<file path="src/rtl/mips_cpu_instr_memory.sv">
// Byte-serial preloadable instruction ROM for the CPU fetch port.
// Loader takes one byte per cycle while loading; fetch reads are combinational (0-cycle).
module mips_cpu_instr_memory #(
  parameter logic [31:0] BASE_ADDR   = 32'hBFC00000,
  parameter int          DEPTH_WORDS = 64
) (
  input  logic                         clk,
  input  logic                         reset,
  input  logic                         load_valid,
  input  logic [7:0]                   load_byte,
  input  logic                         load_last,
  output logic                         load_ready,
  output logic                         load_done,
  output logic                         load_error,
  output logic [$clog2(DEPTH_WORDS):0] word_count,
  input  logic [31:0]                  instr_address,
  output logic [31:0]                  instr_readdata,
  output logic                         fetch_fault
);

  localparam int AW = $clog2(DEPTH_WORDS);
  localparam int CW = AW + 1;

  typedef enum logic [1:0] {LOAD, READY, ERROR} state_t;

  state_t      state;
  state_t      state_nxt;
  logic [1:0]  byte_idx;
  logic [23:0] hold;
  logic [31:0] mem [DEPTH_WORDS];

  logic        xfer;
  logic        full;
  logic        commit;
  logic        wr_en;
  logic [31:0] word;
  logic [31:0] offset;
  logic        in_range;
  logic [31:0] fetch_word;

  assign load_ready = (state == LOAD);
  assign load_done  = (state == READY);
  assign load_error = (state == ERROR);

  assign xfer   = load_valid && load_ready;
  assign full   = (word_count == CW'(DEPTH_WORDS));
  assign word   = {hold, load_byte};
  assign commit = xfer && (byte_idx == 2'd3) && !full;
  // Reset has priority over a same-edge transfer, including the array write.
  assign wr_en  = reset && commit;

  always_comb begin
    state_nxt = state;
    if (state == LOAD && xfer) begin
      if (byte_idx == 2'd3 && full) begin
        state_nxt = ERROR;
      end else if (load_last) begin
        state_nxt = (byte_idx == 2'd3) ? READY : ERROR;
      end
    end
  end

  always_ff @(posedge clk) begin
    if (!reset) begin
      state      <= LOAD;
      byte_idx   <= 2'd0;
      hold       <= 24'd0;
      word_count <= '0;
    end else begin
      state <= state_nxt;
      if (xfer) begin
        hold     <= word[23:0];
        byte_idx <= byte_idx + 2'd1;
      end
      if (commit) begin
        word_count <= word_count + CW'(1);
      end
    end
  end

  always_ff @(posedge clk) begin
    if (wr_en) begin
      mem[word_count[AW-1:0]] <= word;
    end
  end

  // Unsigned offset: addresses below BASE_ADDR wrap high and fall out of range.
  assign offset     = instr_address - BASE_ADDR;
  assign in_range   = offset < (32'(word_count) << 2);
  assign fetch_word = mem[offset[AW+1:2]];

  always_comb begin
    instr_readdata = 32'd0;
    fetch_fault    = 1'b0;
    if (state != READY) begin
      fetch_fault = (state == ERROR);
    end else if (instr_address == 32'd0) begin
      fetch_fault = 1'b0;
    end else if (instr_address[1:0] != 2'd0) begin
      fetch_fault = 1'b1;
    end else if (!in_range) begin
      fetch_fault = 1'b1;
    end else begin
      instr_readdata = {fetch_word[7:0], fetch_word[15:8],
                        fetch_word[23:16], fetch_word[31:24]};
    end
  end

endmodule

</file>
<file path="config.mk">
export PLATFORM = sky130hd
export DESIGN_NAME = mips_cpu_instr_memory
export DESIGN_NICKNAME = d
export VERILOG_FILES = /design/src/rtl/mips_cpu_instr_memory.sv
export SDC_FILE = /design/constraint.sdc
export NUM_CORES = 2
export LEC_CHECK = 0
export CAP_MARGIN = 20
export CELL_PAD_IN_SITES_DETAIL_PLACEMENT = 1
export CELL_PAD_IN_SITES_GLOBAL_PLACEMENT = 2
export CORE_MARGIN = 2
export CORE_UTILIZATION = 55
export DETAILED_ROUTE_END_ITERATION = 8
export GPL_ROUTABILITY_DRIVEN = 0
export PLACE_DENSITY = 0.85
export RECOVER_POWER = 25
export SYNTH_ARGS = -nofsm -noshare
export SYNTH_HDL_FRONTEND = slang
export SYNTH_SLANG_ARGS = --single-unit
</file>
<file path="constraint.sdc">
create_clock -name clk -period 10.6 [get_ports clk]
set_input_delay 3.18 -clock clk [delete_from_list [all_inputs] [get_ports clk]]
set_output_delay 3.18 -clock clk [all_outputs]
set_load 0.03 [all_outputs]
</file>
-- Word-level counts from Yosys, hierarchy flattened
Memories as Yosys holds them, arrays and structs flattened.
Index checks and enable logic that the tools add are counted.
- flip-flop bits (word level): 35
- memory bits (writable): 2048
- input port bits: 44
- output and inout port bits: 43
- word-level logic and storage cells: 39
- memories kept: 1
- add/subtract/negate cells: 3
- magnitude comparators: 1
- eq/ne operators: 5
- multiplexer cells: 13
- reductions and logical operators: 12
- memories (memory ; depth ; width ; read ports ; clocked after Yosys merged registers in ; write ports ; RTL line ; RTL):
    mem ; 64 ; 32 ; 1 ; 0 ; 1 ; 30 ; logic [31:0] mem [DEPTH_WORDS];
- operators with widths (operator ; number):
    32-bit 2-to-1 mux ; 4
    32-bit zero test ; 1
    32-bit by 9-bit less-than comparator with 1-bit output ; 1
    32-bit subtractor, second input constant ; 1
    7-bit by 1-bit adder with 7-bit output, second input constant ; 1
    7-bit == test, second input constant ; 1
    1-bit logical AND ; 6
    1-bit 2-to-1 mux ; 6
    2-bit 2-to-1 mux ; 3
    2-bit == test, second input constant ; 2
    2-bit nonzero test ; 2
    2-bit by 1-bit adder with 2-bit output, second input constant ; 1
    2-bit by 1-bit == test with 1-bit output, second input constant ; 1
    2-bit zero test ; 1
    2-bit by 1-bit inequality test with 1-bit output, second input constant ; 1
    2-bit AND reduction ; 1
    1-bit zero test ; 1

-- Depth between registers and ports, before layout
- word-level depth: 7
- mapped depth: 13

-- Worst setup path before layout
No wires, ideal clock.
- path type: input -> output
- start: in instr_address[2]
- end: out instr_readdata[23]
- arrival: 6033 ps
- data required time: 7420 ps
- path slack: 1387 ps
- stages on the path: 12
- path buffers: 8
- cells stage by stage: buf_6 -> buf_12 -> buf_12 -> buf_12 -> buf_12 -> buf_8 -> buf_6 -> buf_6 -> o211ai_1 -> nand2_1 -> a21oi_1 -> a2111oi_0
- word-level cells in the longest chain between the ends: 6
- RTL lines (element ; RTL line ; RTL):
    start, declared ; 16 ; input logic [31:0] instr_address,
    32-bit subtractor ; 88 ; assign offset = instr_address - BASE_ADDR;
    32-bit by 9-bit less-than comparator with 1-bit output / memory read 64 x 32 bit (equally long branches) ; -- ;
    32-bit 2-to-1 mux ; 101 ; end else if (!in_range) begin
    32-bit 2-to-1 mux ; 99 ; end else if (instr_address[1:0] != 2'd0) begin
    32-bit 2-to-1 mux * ; 97 ; end else if (instr_address == 32'd0) begin
    32-bit 2-to-1 mux * ; 95 ; if (state != READY) begin
    end, declared ; 17 ; output logic [31:0] instr_readdata,
Mark *: on every way between the ends. The rest lies on a longest branch, timed or not.

-- Worst setup path after layout
- start: in instr_address[3]
- end: out instr_readdata[2]
Same word-level chain as after synthesis.

==> impl_metrics.sql <==
INSERT INTO impl_metrics (metric_group, metric, value, unit) VALUES
('die', 'core', '145400', 'sq um'),
('cts', 'cts_root_buffer', 'clkbuf_16', ''),
('synth', 'synth.lib_cells_used.distinct', '56', ''),
('synth', 'synth_largest_area_cell', 'edfxtp_1', ''),
('synth', 'synthFlopType', 'edfxtp_1', ''),
('drt', 'drt_iter0_drc', '5101', ''),
('sta', 'setup_repair_after_global_routing_missed_its_margin', 'false', ''),
('synth', 'synth-compound-area-share', '1.789', '%'),
('cts', 'cts_made_buffers', '199', ''),
('grt', 'grt_antenna_before_repair', '2', ''),
('placed_design', 'place.detailed.hpwl', '122000', 'um'),
('worst_setup_path', 'timing.critical_path.fanout_max', '84', ''),
('drt', 'firstDrtPassIters', '5', ''),
('grt', 'grt_pass1_vias', '42062', ''),
('sta', 'fin_setup_tns', '0', 'ns'),
('placed_design', 'portBuffers', '86', ''),
('sta', 'slew_headroom', '-67.64', '%'),
('die', 'dieArea', '149200', 'sq um'),
('layout', 'antenna_cells_inserted', '0', ''),
('synth', 'leading_cell_type_by_number_of_instances_after_synthesis', 'edfxtp_1', ''),
('placed_design', 'post_dp_cell_area', '84630', 'sq um'),
('synth', 'async_flop_share', '0', '%'),
('layout', 'num-nets-final', '3824', ''),
('synth', 'ys_seq_elements', '2083', ''),
('die', 'io_pins', '87', ''),
('die', 'row_count', '140', ''),
('synth', 'count_of_flip_flops_with_a_built_in_enable_after_synthesis', '2048', ''),
('cts', 'clkSinkCount', '2083', ''),
('synth', 'synthesis.yosys.warnings', '0', ''),
('die', 'floorplan.die.height', '386.2', 'um'),
('cts', 'tritoncts', 'done', ''),
('synth', 'yosys.area_share.adder', '0.1402', '%'),
('grt', 'grt_start_max_net_pins', '85', ''),
('worst_setup_path', 'worstSetupStartpointType', 'input port', ''),
('die', 'floorplan.die.width', '386.2', 'um'),
('cts', 'cts_max_path_buffers', '3', ''),
('worst_setup_path', 'critPathMaxStageDelay', '0.93', 'ns'),
('drt', 'drc_errors', '0', ''),
('drt', 'detail-route-antenna-nets', '0', ''),
('layout', 'syn2layout_area_growth', '13.81', '%'),
('worst_setup_path', 'r2r.worst_path.cells', '6', ''),
('sta', 'max_freq', '98.27', 'MHz'),
('sta', 'slew_viol_final', '499', ''),
('worst_setup_path', 'critical_path_required', '7.42', 'ns'),
('sta', 'worst-slew-pin-transition', '2.515', 'ns'),
('job', 'max_cap_violations', '11', ''),
('worst_setup_path', 'crit_chain', 'buf_8, nor3_1, and3_1, a211oi_1, o211ai_1, buf_4, a311oi_1, clkdlybuf4s50_1', ''),
('cts', 'post-cts-setup-buffers', '0', ''),
('grt', 'grt_util_all_layers', '30.29', '%'),
('drt', 'via_per_inst', '6.837', ''),
('synth', 'yosys.area.top_type_share', '76.54', '%'),
('outcome', 'status', 'finished with violations', ''),
('drt', 'route.final.wire_length', '223100', 'um'),
('grt', 'grt_first_pass_wirelength', '314100', 'um'),
('cts', 'clock_latency', '0.82', 'ns'),
('layout', 'layout-drive-gt1-share', '27.99', '%'),
('synth', 'simple_gate_fraction_of_synth_area', '1.691', '%'),
('die', 'starting_utilization_of_the_core_area', '55.26', '%'),
('cts', 'postCtsResizedCells', '0', ''),
('synth', 'synthesis.instances', '3477', ''),
('synth', 'post_synth_main_area_contributors', 'edfxtp_1 77%, mux4_2 15%, mux2i_1 2.0%', ''),
('sta', 'finalSetupViolCount', '0', ''),
('synth', 'synth_top_family_by_area', 'multiplexers', ''),
('worst_setup_path', 'timing_worst_setup_path_type', 'in -> out', ''),
('drt', 'wire_per_inst', '38.18', 'um'),
('grt', 'grt_remaining_overflow', '0', ''),
('layout', 'fillerInstances', '11558', ''),
('sta', 'final.min_clock_period', '10.18', 'ns'),
('pwr', 'cellPowerDensity', '184.3', 'nW/um^2'),
('outcome', 'violations', 'max-capacitance violations, max-slew violations', ''),
('drt', 'routed_via_count', '39949', '');
-- where the power goes --
part | switching (mW) | total (mW) | leakage [nW] | internal [mW]
sequential | 0.0247 | 9.04 | 19.5 | 9.01
combinational | 0.394 | 0.662 | 6.80 | 0.268
clock | 3.02 | 7.15 | 3.15 | 4.14
-- per-stage QoR --
step / setup WS [ns] / hold slack, ns / utilization [%] / power (mW) / cells
4_1_cts: 0.5765 / 0.4858 / 62.64 / 16.89 / 5814
3_5_place_dp: 0.5739 / 0.4758 / 58.21 / 9.854 / 5458
2_1_floorplan: 1.387 / 0.4472 / - / 9.618 / 3477
6_report: 0.4241 / 0.4830 / 62.89 / 16.85 / 5843
3_3_place_gp: 0.5646 / 0.4561 / 58.13 / 9.826 / 5453
5_1_grt: 0.3852 / 0.5149 / 62.89 / 17.20 / 5843
-- flip-flops by register name (all words and copies together) (netlist names) --
signal,flops
hold,24
word_count,7
byte_idx,2
mem,2048
state,2
-- worst max-delay path: cells and delay by family --
family          cells  cell delay (ns)
compound gates      3             1.33
buf+inv             3             1.81
simple gates        2             0.56
-- final timing paths --
path | start | endpoint | slack, ns
setup / recovery | instr_address[3] | instr_readdata[2] | 0.42
hold / removal | byte_idx[1] | byte_idx[1] | 0.48
setup reg to reg | word_count[3] | mem[44][12] | 5.60
hold reg to reg | byte_idx[1] | byte_idx[1] | 0.48
-- routing by layer --
layer | track usage [%] | vias up | routed length, um
met5 | 0 | - | 0
met4 | 12.70 | 0 | 9461
met3 | 5.846 | 502 | 21820
met2 | 47.81 | 2587 | 108500
met1 | 42.08 | 21439 | 83330
li1 | - | 15421 | -
-- kinds of logic (layout without fill, tap and decap cells) --
logic type,Yosys count,in the layout
and+or+nand+nor,290,290
adders and majority gates,9,9
DFF,2083,2083
buffers and inverters,193,642
xor gates and xnor gates,6,6
muxes,708,708
AOI/OAI and AO/OA,188,188
-- cell usage in the layout (no fill, tap or decap), types with 8 or more instances in the layout --
| master | instances |
|---|---|
| clkbuf_1 | 55 |
| clkinv_1 | 46 |
| mux4_2 | 538 |
| nand4_1 | 8 |
| a31oi_1 | 8 |
| a2111oi_1 | 15 |
| buf_4 | 143 |
| mux2i_1 | 159 |
| nor2_1 | 20 |
| dfxtp_1 | 33 |
| clkbuf_16 | 205 |
| a211oi_1 | 16 |
| nor3_1 | 26 |
| ha_1 | 9 |
| buf_12 | 51 |
| buf_16 | 8 |
| nand3_1 | 25 |
| o22ai_1 | 8 |
| edfxtp_1 | 2048 |
| clkdlybuf4s50_1 | 48 |
| nor2_4 | 64 |
| a21oi_1 | 26 |
| clkinv_2 | 30 |
| inv_1 | 8 |
| buf_2 | 10 |
| a21boi_0 | 25 |
| mux4_1 | 8 |
| nor2b_1 | 26 |
| a22oi_1 | 12 |
| a22o_1 | 40 |
| bufinv_16 | 25 |
| nand2b_1 | 9 |
| nand2_1 | 76 |
| nor4_1 | 8 |
-- final cells by class --
type                    instances  area (sq um)  share of cell area (%)
inverters                       9         33.78                 0.03694
clock inverters               106          1114                   1.218
flip-flops and latches       2083         62200                   68.02
multi-input cells            1201         17410                   19.04
clock buffers                 250          5329                   5.828
well taps                    1917          2399                   2.623
repair buffers                277          2954                   3.231
Note: power is estimated with default switching activity, not from simulation.
